`config.mk`:
```
export PLATFORM = sky130hd
export DESIGN_NAME = multicycle_control_unit
export DESIGN_NICKNAME = d
export VERILOG_FILES = /design/src/rtl/multicycle_control_unit.sv
export SDC_FILE = /design/constraint.sdc
export NUM_CORES = 1
export LEC_CHECK = 0
export ABC_CLOCK_PERIOD_IN_PS = 4100
export BUFFER_PORTS_ARGS = -buffer_cell sky130_fd_sc_hd__buf_2
export CORE_UTILIZATION = 45
export DETAILED_ROUTE_END_ITERATION = 10
export PLACE_DENSITY = 0.91
export SLEW_MARGIN = 20
export SYNTH_ARGS = -nofsm -noshare
export SYNTH_HDL_FRONTEND = slang
export SYNTH_SLANG_ARGS = --single-unit
```
`constraint.sdc`:
```
create_clock -name clk -period 4.1 [get_ports clk]
set_clock_uncertainty 0.1 [all_clocks]
set_input_delay 0.41 -clock clk [delete_from_list [all_inputs] [get_ports clk]]
set_output_delay 0.41 -clock clk [all_outputs]
set_load 0.02 [all_outputs]
```
`src/rtl/multicycle_control_unit.sv`:
```
// Main controller for the multicycle MIPS core. It steps each instruction through
// fetch/decode/execute/memory/writeback and decodes the datapath controls from the state register.
module multicycle_control_unit #(
    parameter int WORD_LENGTH = 32
) (
    input  logic       clk,
    input  logic       reset,
    input  logic [5:0] Opcode,
    input  logic [5:0] Funct,
    input  logic       Zero,
    output logic       IorD,
    output logic       MemWrite,
    output logic       IRWrite,
    output logic       PCEn,
    output logic       RegDst,
    output logic       MemtoReg,
    output logic       RegWrite,
    output logic       ALUSrcA,
    output logic [1:0] ALUSrcB,
    output logic [1:0] PCSrc,
    output logic [2:0] ALUControl,
    output logic       Illegal,
    output logic [3:0] State
);

    if (WORD_LENGTH < 6) begin : g_width_check
        $error("WORD_LENGTH must hold at least the opcode field");
    end

    localparam logic [5:0] OP_RTYPE = 6'h00;
    localparam logic [5:0] OP_J     = 6'h02;
    localparam logic [5:0] OP_BEQ   = 6'h04;
    localparam logic [5:0] OP_ADDI  = 6'h08;
    localparam logic [5:0] OP_LW    = 6'h23;
    localparam logic [5:0] OP_SW    = 6'h2B;

    typedef enum logic [3:0] {
        S_FETCH    = 4'd0,
        S_DECODE   = 4'd1,
        S_MEMADR   = 4'd2,
        S_MEMREAD  = 4'd3,
        S_MEMWB    = 4'd4,
        S_MEMWRITE = 4'd5,
        S_EXECUTE  = 4'd6,
        S_ALUWB    = 4'd7,
        S_BRANCH   = 4'd8,
        S_ADDIEX   = 4'd9,
        S_ADDIWB   = 4'd10,
        S_JUMP     = 4'd11
    } state_t;

    typedef enum logic [1:0] {
        ALU_ADD   = 2'b00,
        ALU_SUB   = 2'b01,
        ALU_FUNCT = 2'b10
    } alu_op_t;

    state_t  state_q;
    state_t  state_d;
    alu_op_t alu_op;
    logic    pc_write;
    logic    branch;
    logic    ir_write;
    logic    mem_write;
    logic    reg_write;
    logic    opcode_ok;
    logic    funct_ok;
    logic [2:0] funct_ctrl;

    always_ff @(posedge clk or posedge reset) begin
        if (reset) begin
            state_q <= S_FETCH;
        end else begin
            state_q <= state_d;
        end
    end

    always_comb begin
        opcode_ok = 1'b1;
        case (Opcode)
            OP_RTYPE, OP_J, OP_BEQ, OP_ADDI, OP_LW, OP_SW: opcode_ok = 1'b1;
            default:                                       opcode_ok = 1'b0;
        endcase
    end

    always_comb begin
        funct_ctrl = 3'b010;
        funct_ok   = 1'b1;
        case (Funct)
            6'h20:   funct_ctrl = 3'b010;
            6'h22:   funct_ctrl = 3'b110;
            6'h24:   funct_ctrl = 3'b000;
            6'h25:   funct_ctrl = 3'b001;
            6'h2A:   funct_ctrl = 3'b111;
            default: funct_ok   = 1'b0;
        endcase
    end

    // Next state; the unused codes 12-15 fall back to FETCH through the default.
    always_comb begin
        state_d = S_FETCH;
        case (state_q)
            S_FETCH: state_d = S_DECODE;
            S_DECODE: begin
                case (Opcode)
                    OP_LW, OP_SW: state_d = S_MEMADR;
                    OP_RTYPE:     state_d = S_EXECUTE;
                    OP_BEQ:       state_d = S_BRANCH;
                    OP_ADDI:      state_d = S_ADDIEX;
                    OP_J:         state_d = S_JUMP;
                    default:      state_d = S_FETCH;
                endcase
            end
            S_MEMADR: begin
                if (Opcode == OP_LW) begin
                    state_d = S_MEMREAD;
                end else if (Opcode == OP_SW) begin
                    state_d = S_MEMWRITE;
                end else begin
                    state_d = S_FETCH;
                end
            end
            S_MEMREAD: state_d = S_MEMWB;
            S_EXECUTE: state_d = S_ALUWB;
            S_ADDIEX:  state_d = S_ADDIWB;
            default:   state_d = S_FETCH;
        endcase
    end

    always_comb begin
        pc_write  = 1'b0;
        branch    = 1'b0;
        ir_write  = 1'b0;
        mem_write = 1'b0;
        reg_write = 1'b0;
        IorD      = 1'b0;
        RegDst    = 1'b0;
        MemtoReg  = 1'b0;
        ALUSrcA   = 1'b0;
        ALUSrcB   = 2'b00;
        PCSrc     = 2'b00;
        alu_op    = ALU_ADD;
        case (state_q)
            S_FETCH: begin
                ir_write = 1'b1;
                pc_write = 1'b1;
                ALUSrcB  = 2'b01;
            end
            S_DECODE: ALUSrcB = 2'b11;
            S_MEMADR: begin
                ALUSrcA = 1'b1;
                ALUSrcB = 2'b10;
            end
            S_MEMREAD: IorD = 1'b1;
            S_MEMWB: begin
                reg_write = 1'b1;
                MemtoReg  = 1'b1;
            end
            S_MEMWRITE: begin
                IorD      = 1'b1;
                mem_write = 1'b1;
            end
            S_EXECUTE: begin
                ALUSrcA = 1'b1;
                alu_op  = ALU_FUNCT;
            end
            S_ALUWB: begin
                reg_write = 1'b1;
                RegDst    = 1'b1;
            end
            S_BRANCH: begin
                ALUSrcA = 1'b1;
                alu_op  = ALU_SUB;
                branch  = 1'b1;
                PCSrc   = 2'b01;
            end
            S_ADDIEX: begin
                ALUSrcA = 1'b1;
                ALUSrcB = 2'b10;
            end
            S_ADDIWB: reg_write = 1'b1;
            S_JUMP: begin
                pc_write = 1'b1;
                PCSrc    = 2'b10;
            end
            default: ;
        endcase
    end

    always_comb begin
        case (alu_op)
            ALU_SUB:   ALUControl = 3'b110;
            ALU_FUNCT: ALUControl = funct_ctrl;
            default:   ALUControl = 3'b010;
        endcase
    end

    // Reset holds the state at FETCH, so only the enables need masking here.
    assign IRWrite  = ir_write & ~reset;
    assign MemWrite = mem_write & ~reset;
    assign RegWrite = reg_write & ~reset;
    assign PCEn     = ~reset & (pc_write | (branch & Zero));
    assign Illegal  = ~reset & (((state_q == S_DECODE) & ~opcode_ok) |
                                ((state_q == S_EXECUTE) & ~funct_ok));
    assign State    = state_q;

endmodule
```
==> results.cfg, run 1 <==
[run_status]
status = finished clean

[finish]
n_antenna_cell = 0
drive_above_1_share = 0.356
nNetsFinal = 138
fillers = 104
syn2layout_area_growth_pct = 33.8
fin_cells = 132
largest_reg_flops = 4

[pwr]
switching_share = 0.511
clockPowerShare = 0.172
p_leak_nw = 0.412
switchingPower_w = 0.000157
power.internal_w = 0.000151
ir_drop_mv = 0.168
pwr-share-seq = 0.250
p_per_area_nw_per_um2 = 384
share_comb_of_total_power = 0.577

[clocking]
insertion_delay_ns = 0.25
clkSinkCount = 4
numCtsBuffers = 3
post_cts_buffers = 0
cts_resized = 0
clockBufferDepth = 2
cts_hold_buf = 1
cts_root_buffer = clkbuf_4
cts.clk_slew.worst_paths_ns = 0.04
htreeDepth = 1
cts_tree = built

[placed_design]
dp.cells = 128
gp_congestion = 0.901
io_buffer_count = 34
dp_hpwl_um = 1250

[logic_synthesis]
synthFlopType = dfrtp_1
synthMuxAreaShare = 0.0355
synth_area_sq_um = 599
synth-edff-count = 0
ys_warn_count = 0
synth_seq_cells = 4
synth_cells = 84
synth_top_family_by_area = simple AND/OR/NAND/NOR gates
ys_seq_area_frac = 0.167
synth_cell_type_count = 37
synth_adder_area_share = 0.0626
synth-simple-area-share = 0.434
synth_xor_area_frac = 0.0438
async_flop_share = 1.00
synth_nets = 102
postSynthAreaPerCell_sq_um = 7.13
synth_compound_area_frac = 0.196

[min_path]
min_from = Opcode[4]
hold_class = primary input to register
worstHoldPathCells = 4
min_to = State[0]

[critical_path]
rr_startpoint = State[1]
ff2ff_path_depth = 3
reg2reg_slack_ns = 2.59
critPathLaunchType = register
end_kind = output port
worstSetupPathType = register to output port
cp.arrival_ns = 2.02
cp_max_fo = 14
cp.required_ns = 3.59
r2r_end = State[0]

[floorplan]
num_rows = 12
ios = 35
coreArea_sq_um = 1170
start_util = 0.512
die-area_sq_um = 1480
fp.dieH_um = 38.5
die_w_um = 38.5

[timing]
rsz0062_at_grt = no
setup_viol = 0
worst_slew_pin_slew_ns = 0.441
hold_viol = 0
relSlewSlack = 0.706
final_max_slew_viol_count = 0
fmax_mhz = 395
finalCriticalPeriod_ns = 2.53
post-route-period-util = 0.617
fin_tns_setup_ns = 0

[global_route]
antenna_found_initial = 0
grtUsageTotal = 0.274
grt_pass1_wl_um = 2830
grt_pass1_vias = 682
gr-total-overflow = 0
grt_max_degree = 15

[run]
drv_cap = 0

[routing]
first_pass_iters = 4
remaining_drc_errors = 0
routed_wl_um = 1670
via_per_inst = 5.79
wl_per_cell_um = 12.7
drt_iter0_markers = 23
num_vias = 764
ant_nets = 0
-- how the worst max path moves through the flow --
stage,slack [ns],start,end,cells after the start
final,1.57,State[3],ALUControl[2],5
after global routing,1.41,State[0],ALUControl[2],7
after CTS,1.58,State[2],ALUControl[2],5
after detailed placement,1.84,State[3],ALUControl[2],5
after global placement,1.91,State[3],ALUControl[2],5
after floorplan,1.86,State[0],ALUControl[2],6
-- placed cells by master (no fill, tap or decap), drive strengths merged --
cell type and n:
a31o 1, dlygate4sd3 1, dfrtp 4, nor4 2, o211ai 1, ha 3, a31oi 4, xnor2 2
a211oi 2, o21a 3, nand4b 1, nor3 7, inv 5, nand3b 1, or2 1, o211a 1
nor2 10, mux2i 1, nand3 3, nor2b 3, clkbuf 3, nor4b 1, nand2 5, nand2b 5
o21ai 4, or4 1, a32oi 1, buf 34, or3 2, xor2 1, and3 2, mux2 1
nor3b 2
-- cell families (layout without fill, tap and decap cells) --
logic type / count (synthesis) / count (layout)
adders and majority gates: 3 / 3
DFF: 4 / 4
muxes: 2 / 2
and+or+nand+nor: 46 / 46
AOI/OAI and AO/OA: 17 / 17
xor gates and xnor gates: 3 / 3
buffers and inverters: 9 / 43
-- routing by layer --
layer,vias to the layer above,GRT usage,wire (um)
met1,344,0.311,703
met3,5,0.0349,97
met5,-,0,0
met4,0,0.155,32
li1,379,-,-
met2,36,0.483,840
-- synthesized netlist by cell type, drive strengths merged (3+ instances only) --
library cell,instances,share of area
ha,3,0.063
nor2b,3,0.031
a31oi,4,0.042
nand2b,5,0.052
nand2,5,0.031
o21ai,4,0.033
nor3,7,0.067
nor2,10,0.063
dfrtp,4,0.17
o21a,3,0.038
buf,3,0.023
nand3,3,0.025
inv,5,0.031
-- worst max-delay path: stages, from the launching register on --
cell      delay [ns]
dfrtp_1         0.60
nand2b_1        0.16
or3_1           0.39
ha_1            0.34
nor2b_1         0.13
buf_2           0.15
-- through the flow --
step / total power (W) / instance area (sq um) / utilization / worst slack [ns] / hold slack (ns)
after detailed placement: 0.000251 / 769 / 0.657 / 1.84 / 0.247
after floorplan: 0.000195 / 599 / - / 1.86 / 0.0761
after CTS: 0.000308 / 802 / 0.685 / 1.58 / 0.490
after global placement: 0.000246 / 769 / 0.657 / 1.91 / 0.241
after global routing: 0.000331 / 802 / 0.685 / 1.41 / 0.535
final: 0.000308 / 802 / 0.685 / 1.57 / 0.490
-- cell type report --
type,instances,area (sq um),share of cell area
clock buffer,3,22.5,0.0281
inverter,5,18.8,0.0234
multi-input combinational,71,463,0.577
sequential,4,100,0.125
tap,14,17.5,0.0218
timing repair buffer,35,180,0.225
-- power by group through the flow --
stage,Combinational (W),Clock [W],Sequential (W)
3_3_place_gp,0.000171,0,0.0000751
5_1_grt,0.000194,0.0000567,0.0000807
2_1_floorplan,0.000129,0,0.0000660
6_report,0.000178,0.0000532,0.0000772
4_1_cts,0.000178,0.0000533,0.0000765
3_5_place_dp,0.000175,0,0.0000765
(Power assumes the default switching activity.)
==> inputs of run 2 (changes only) <==
--- a/config.mk
+++ b/config.mk
@@ -5,11 +5,11 @@
 export SDC_FILE = /design/constraint.sdc
 export NUM_CORES = 1
 export LEC_CHECK = 0
-export ABC_CLOCK_PERIOD_IN_PS = 4100
+export ABC_CLOCK_PERIOD_IN_PS = 2000
 export BUFFER_PORTS_ARGS = -buffer_cell sky130_fd_sc_hd__buf_2
-export CORE_UTILIZATION = 45
+export CORE_UTILIZATION = 38
 export DETAILED_ROUTE_END_ITERATION = 10
-export PLACE_DENSITY = 0.91
+export PLACE_DENSITY = 0.83
 export SLEW_MARGIN = 20
 export SYNTH_ARGS = -nofsm -noshare
 export SYNTH_HDL_FRONTEND = slang
==> constraint.sdc (replaced) <==
create_clock -name clk -period 2 [get_ports clk]
set_clock_uncertainty 0.1 [all_clocks]
set_input_delay 0.2 -clock clk [delete_from_list [all_inputs] [get_ports clk]]
set_output_delay 0.2 -clock clk [all_outputs]
set_load 0.02 [all_outputs]
==> run 2 against run 1 <==
Effect of this change:
- the run now ends with negative setup slack left
- sequential power rose by 55%
- sequential cell count stayed put
- final cell count up 11%
- sequential share of layout area decreased by 2.5 points
- register-to-register slack lost 1.9 ns
- total power rose by 140%
- core utilization is 3.8 points higher
- largest cell class unchanged
- hold slack got worse by 0.22 ns
- highest routed layer unchanged
- clock power is 87% higher
- die area increased by 17%
==> results.cfg, run 2 (same netlist as run 1, synthesis figures left out) <==
[critical_path]
critPathLaunchType = register
crit_chain = nand2b_4 -> or3_4 -> ha_4 -> nor2b_4 -> buf_6
cp.required_ns = 1.70
critical-path-max-stage-delay_ns = 0.39
end_kind = output port
cp.arrival_ns = 1.73
cp_max_fo = 3
crit_slowest_cell = dfrtp_1
worstSetupPathType = register to output port

[floorplan]
die-area_sq_um = 1740
die_w_um = 41.7
fp.dieH_um = 41.7
start_util = 0.433
num_rows = 13
ios = 35
coreArea_sq_um = 1380

[placed_design]
io_buffer_count = 34
dp_hpwl_um = 1390
placed_area_sq_um = 826
gp_congestion = 0.943
post-place-ws_ns = 0.165

[timing]
final_max_slew_viol_count = 0
worst_slew_pin_slew_ns = 0.529
hold_viol = 0
fmax_mhz = 494
whs_ns = 0.268
rsz0062_at_grt = yes
relSlewSlack = 0.647
finalCriticalPeriod_ns = 2.03
setup_viol = 1
finalWorstSetupSlack_ns = -0.0253
post-route-period-util = 1.01

[global_route]
gr-total-overflow = 0
antenna_found_initial = 0
grt_max_degree = 13
grtUsageTotal = 0.244
grt_pass1_vias = 792
grt_pass1_wl_um = 3370

[routing]
num_vias = 827
drt_iter0_markers = 6
first_pass_iters = 4
routed_wl_um = 1990
wl_per_cell_um = 13.7
ant_nets = 0
remaining_drc_errors = 0
via_per_inst = 5.66

[clocking]
clkSinkCount = 4
cts.clk_slew.worst_paths_ns = 0.04
clockBufferDepth = 2
cts_root_buffer = clkbuf_4
insertion_delay_ns = 0.24
htreeDepth = 1
numCtsBuffers = 3
cts_tree = built

[pwr]
p_per_area_nw_per_um2 = 744
share_comb_of_total_power = 0.705
pwr-share-seq = 0.162
clockPowerShare = 0.134
switchingPower_w = 0.000344
ir_drop_mv = 0.388
p_leak_nw = 0.486
switching_share = 0.462
power.internal_w = 0.000400

[min_path]
hold_class = primary input to register

[run]
drv_cap = 0

[finish]
largest_reg_flops = 4
layout_commonest_cell = buf_2
syn2layout_area_growth_pct = 66.8
nNetsFinal = 151
drive_above_1_share = 0.496
fillers = 116
final_cell_mix = buf_2 (31), buf_4 (13), nor2_1 (10)
n_antenna_cell = 0
final_area_sq_um = 1000

[run_status]
violations = negative setup slack
status = finished with violations
run 2: power by group through the flow:
| stage | registers [W] | clock network (W) | logic (W) |
|---|---|---|---|
| 3_3_place_gp | 0.000116 | 0 | 0.000440 |
| 4_1_cts | 0.000119 | 0.000102 | 0.000479 |
| 5_1_grt | 0.000122 | 0.000108 | 0.000567 |
| 2_1_floorplan | 0.000135 | 0 | 0.000265 |
| 3_5_place_dp | 0.000117 | 0 | 0.000449 |
| 6_report | 0.000120 | 0.0000993 | 0.000524 |
run 2: final timing paths:
kind | from | to | slack, ns | cells past startpoint
min in group asynchronous | reset | State[1] | 0.35 | 3
worst min register to register | State[3] | State[3] | 0.70 | 2
worst max register to register | State[0] | State[0] | 0.65 | 4
max in group asynchronous | reset | State[3] | 1.30 | 3
worst max-delay path | State[2] | ALUControl[2] | -0.03 | 5
worst min-delay path | Opcode[4] | State[0] | 0.27 | 4
run 2: area by class of cell:
cell class                 instances  area, sq um  area share
sequential                         4          100       0.100
inverter                           5         21.3      0.0213
clock buffer                       3         22.5      0.0225
multi-input combinational         71          541       0.541
timing repair buffer              48          297       0.297
tap                               15         18.8      0.0188
run 2: timing repair:
action / in CTS / in global routing
hold endpoints to repair: 4 / 0
pin swaps: 3 / 4
buffers inserted: 2 / 4
resized for setup: 16 / 4
hold buffers: 1 / 0
setup endpoints to repair: 3 / 4
run 2: metrics by stage:
step / TNS [ns] / instances / total power, W / utilization
after floorplan: 0 / 84 / 0.000400 / -
after global placement: 0 / 136 / 0.000556 / 0.597
after detailed placement: 0 / 136 / 0.000566 / 0.597
after CTS: -0.00663 / 142 / 0.000700 / 0.692
after global routing: -0.165 / 146 / 0.000797 / 0.723
final: -0.0253 / 146 / 0.000744 / 0.723
run 2: per-layer routing:
metal | part of all wire | wire length, um | GRT usage
met3 | 0.027 | 53 | 0.0261
met5 | 0 | 0 | 0
met2 | 0.52 | 1040 | 0.431
met4 | 0.018 | 36 | 0.0903
met1 | 0.43 | 867 | 0.302
run 2: critical path, delay by kind of cell (launching register included):
kind / cells / cell delay, ns
adders and majority gates: 1 / 0.30
and+or+nand+nor: 3 / 0.68
DFF: 1 / 0.39
buffers and inverters: 1 / 0.12
==> inputs of run 3 (changes only) <==
--- a/config.mk
+++ b/config.mk
@@ -6,7 +6,7 @@
 export NUM_CORES = 1
 export LEC_CHECK = 0
 export ABC_CLOCK_PERIOD_IN_PS = 2000
-export BUFFER_PORTS_ARGS = -buffer_cell sky130_fd_sc_hd__buf_2
+export BUFFER_PORTS_ARGS = -buffer_cell sky130_fd_sc_hd__clkbuf_2
 export CORE_UTILIZATION = 38
 export DETAILED_ROUTE_END_ITERATION = 10
 export PLACE_DENSITY = 0.83
==> run 3 against run 2 <==
Effect of this change:
- the run still ends with negative setup slack left
- final cell count decreased by 1.4%
- total power grew 3.3%
- clock power decreased by 0.4%
- critical endpoint unchanged
- combinational power increased by 3%
==> results.cfg, run 3 (same netlist as run 1, synthesis figures left out) <==
[min_path]
hold_class = primary input to register

[global_route]
grt_pass1_wl_um = 3390
gr-total-overflow = 0
grt_max_degree = 13
grtUsageTotal = 0.245
antenna_found_initial = 0
grt_pass1_vias = 816

[placed_design]
io_buffer_count = 34
placed_area_sq_um = 818
gp_congestion = 0.875
dp_hpwl_um = 1370

[timing]
hold_viol = 0
worst_slew_pin_slew_ns = 0.473
finalCriticalPeriod_ns = 2.03
finalWorstSetupSlack_ns = -0.0315
whs_ns = 0.291
post-route-period-util = 1.02
final_max_slew_viol_count = 0
fmax_mhz = 492
relSlewSlack = 0.684
rsz0062_at_grt = yes
setup_viol = 2

[critical_path]
worstSetupPathType = register to output port
end_kind = output port
crit_slowest_cell = dfrtp_1
path_buf_inv = 1
cp.arrival_ns = 1.73
crit_family = simple AND/OR/NAND/NOR gates
crit_chain = nand2b_4 -> or3_4 -> ha_4 -> a31oi_4 -> nor2b_4 -> buf_8
critical-path-max-stage-delay_ns = 0.39
cp.required_ns = 1.70
cp_max_fo = 3
critPathLaunchType = register

[run_status]
violations = negative setup slack
status = finished with violations

[floorplan]
coreArea_sq_um = 1380
fp.dieH_um = 41.7
die_w_um = 41.7
start_util = 0.433
die-area_sq_um = 1740
ios = 35
num_rows = 13

[routing]
remaining_drc_errors = 0
num_vias = 832
ant_nets = 0
first_pass_iters = 4
wl_per_cell_um = 14.8
drt_iter0_markers = 24
via_per_inst = 5.78
routed_wl_um = 2130

[clocking]
clkSinkCount = 4
clockBufferDepth = 2
cts.clk_slew.worst_paths_ns = 0.04
cts_root_buffer = clkbuf_4
cts_tree = built
insertion_delay_ns = 0.23
htreeDepth = 1
numCtsBuffers = 3

[finish]
largest_reg_flops = 4
nNetsFinal = 149
final_area_sq_um = 1020
n_antenna_cell = 0
final_cell_mix = clkbuf_2 (30), buf_4 (11), nor2_1 (10)
drive_above_1_share = 0.527
layout_commonest_cell = clkbuf_2
syn2layout_area_growth_pct = 70.1
post-route-util = 0.738

[pwr]
p_per_area_nw_per_um2 = 753
ir_drop_mv = 0.472
power_w = 0.000768
p_leak_nw = 0.482

[run]
drv_cap = 0
==> run 3: cell types whose count changed in the layout (fill, tap and decap cells not counted), moves of 2 or more <==
cell / previous run / this run
buf_2: 31 / 1
clkbuf_2: 0 / 30
nand2b_4: 1 / 4
buf_4: 13 / 11
buf_6: 3 / 1
dfrtp_1: 4 / 2
dfrtp_2: 0 / 2
nand2b_1: 3 / 1
==> run 3: path summary, 6_finish.rpt <==
check / from / to / slack, ns / depth (start not counted)
max: State[2] / ALUControl[2] / -0.03 / 6
min in group asynchronous: reset / State[2] / 0.39 / 3
min reg2reg: State[1] / State[2] / 0.55 / 2
max reg2reg: State[0] / State[0] / 0.64 / 4
max in group asynchronous: reset / State[0] / 1.23 / 3
min: Opcode[4] / State[0] / 0.29 / 4
==> run 3: final cells by class <==
cell class	instances	area, sq um
timing repair buffer	46	288
sequential	4	103
clock buffer	3	22.5
inverter	5	21.3
fill	109	363
multi-input combinational	71	567
tap	15	18.8
==> run 3: stage by stage <==
step	worst slack [ns]	std cells	setup TNS, ns
6_report	-0.0315	144	-0.0557
5_1_grt	-0.0738	144	-0.161
4_1_cts	-0.0461	141	-0.0773
3_5_place_dp	0.148	135	0
3_3_place_gp	0.209	135	0
2_1_floorplan	0.0384	84	0
==> run 3: timing repair <==
action	4_1_cts	5_1_grt
hold buffers	1	0
endpoints found under the setup margin	3	5
pin swaps	4	5
endpoints found under the hold margin	4	0
setup buffers	2	3
gates resized for setup	17	11
==> run 3: metal layers <==
metal  part of all wire  vias to the layer above  track usage
li1                   -                      401            -
met1               0.41                      390        0.295
met2               0.52                       35        0.444
met3              0.046                        6      0.00435
met4              0.023                        0        0.123
met5                  0                        -            0
==> run 3: tightest hold or removal path, cell delays in order <==
cell and delay (ns):
clkbuf_2 0.11, nor3_1 0.06, nand4b_1 0.12, nand3_1 0.08
==> run 3: power by group <==
group	internal [W]	switching, W
Combinational	0.000240	0.000300
Sequential	0.000102	0.0000275
Clock	0.0000671	0.0000319
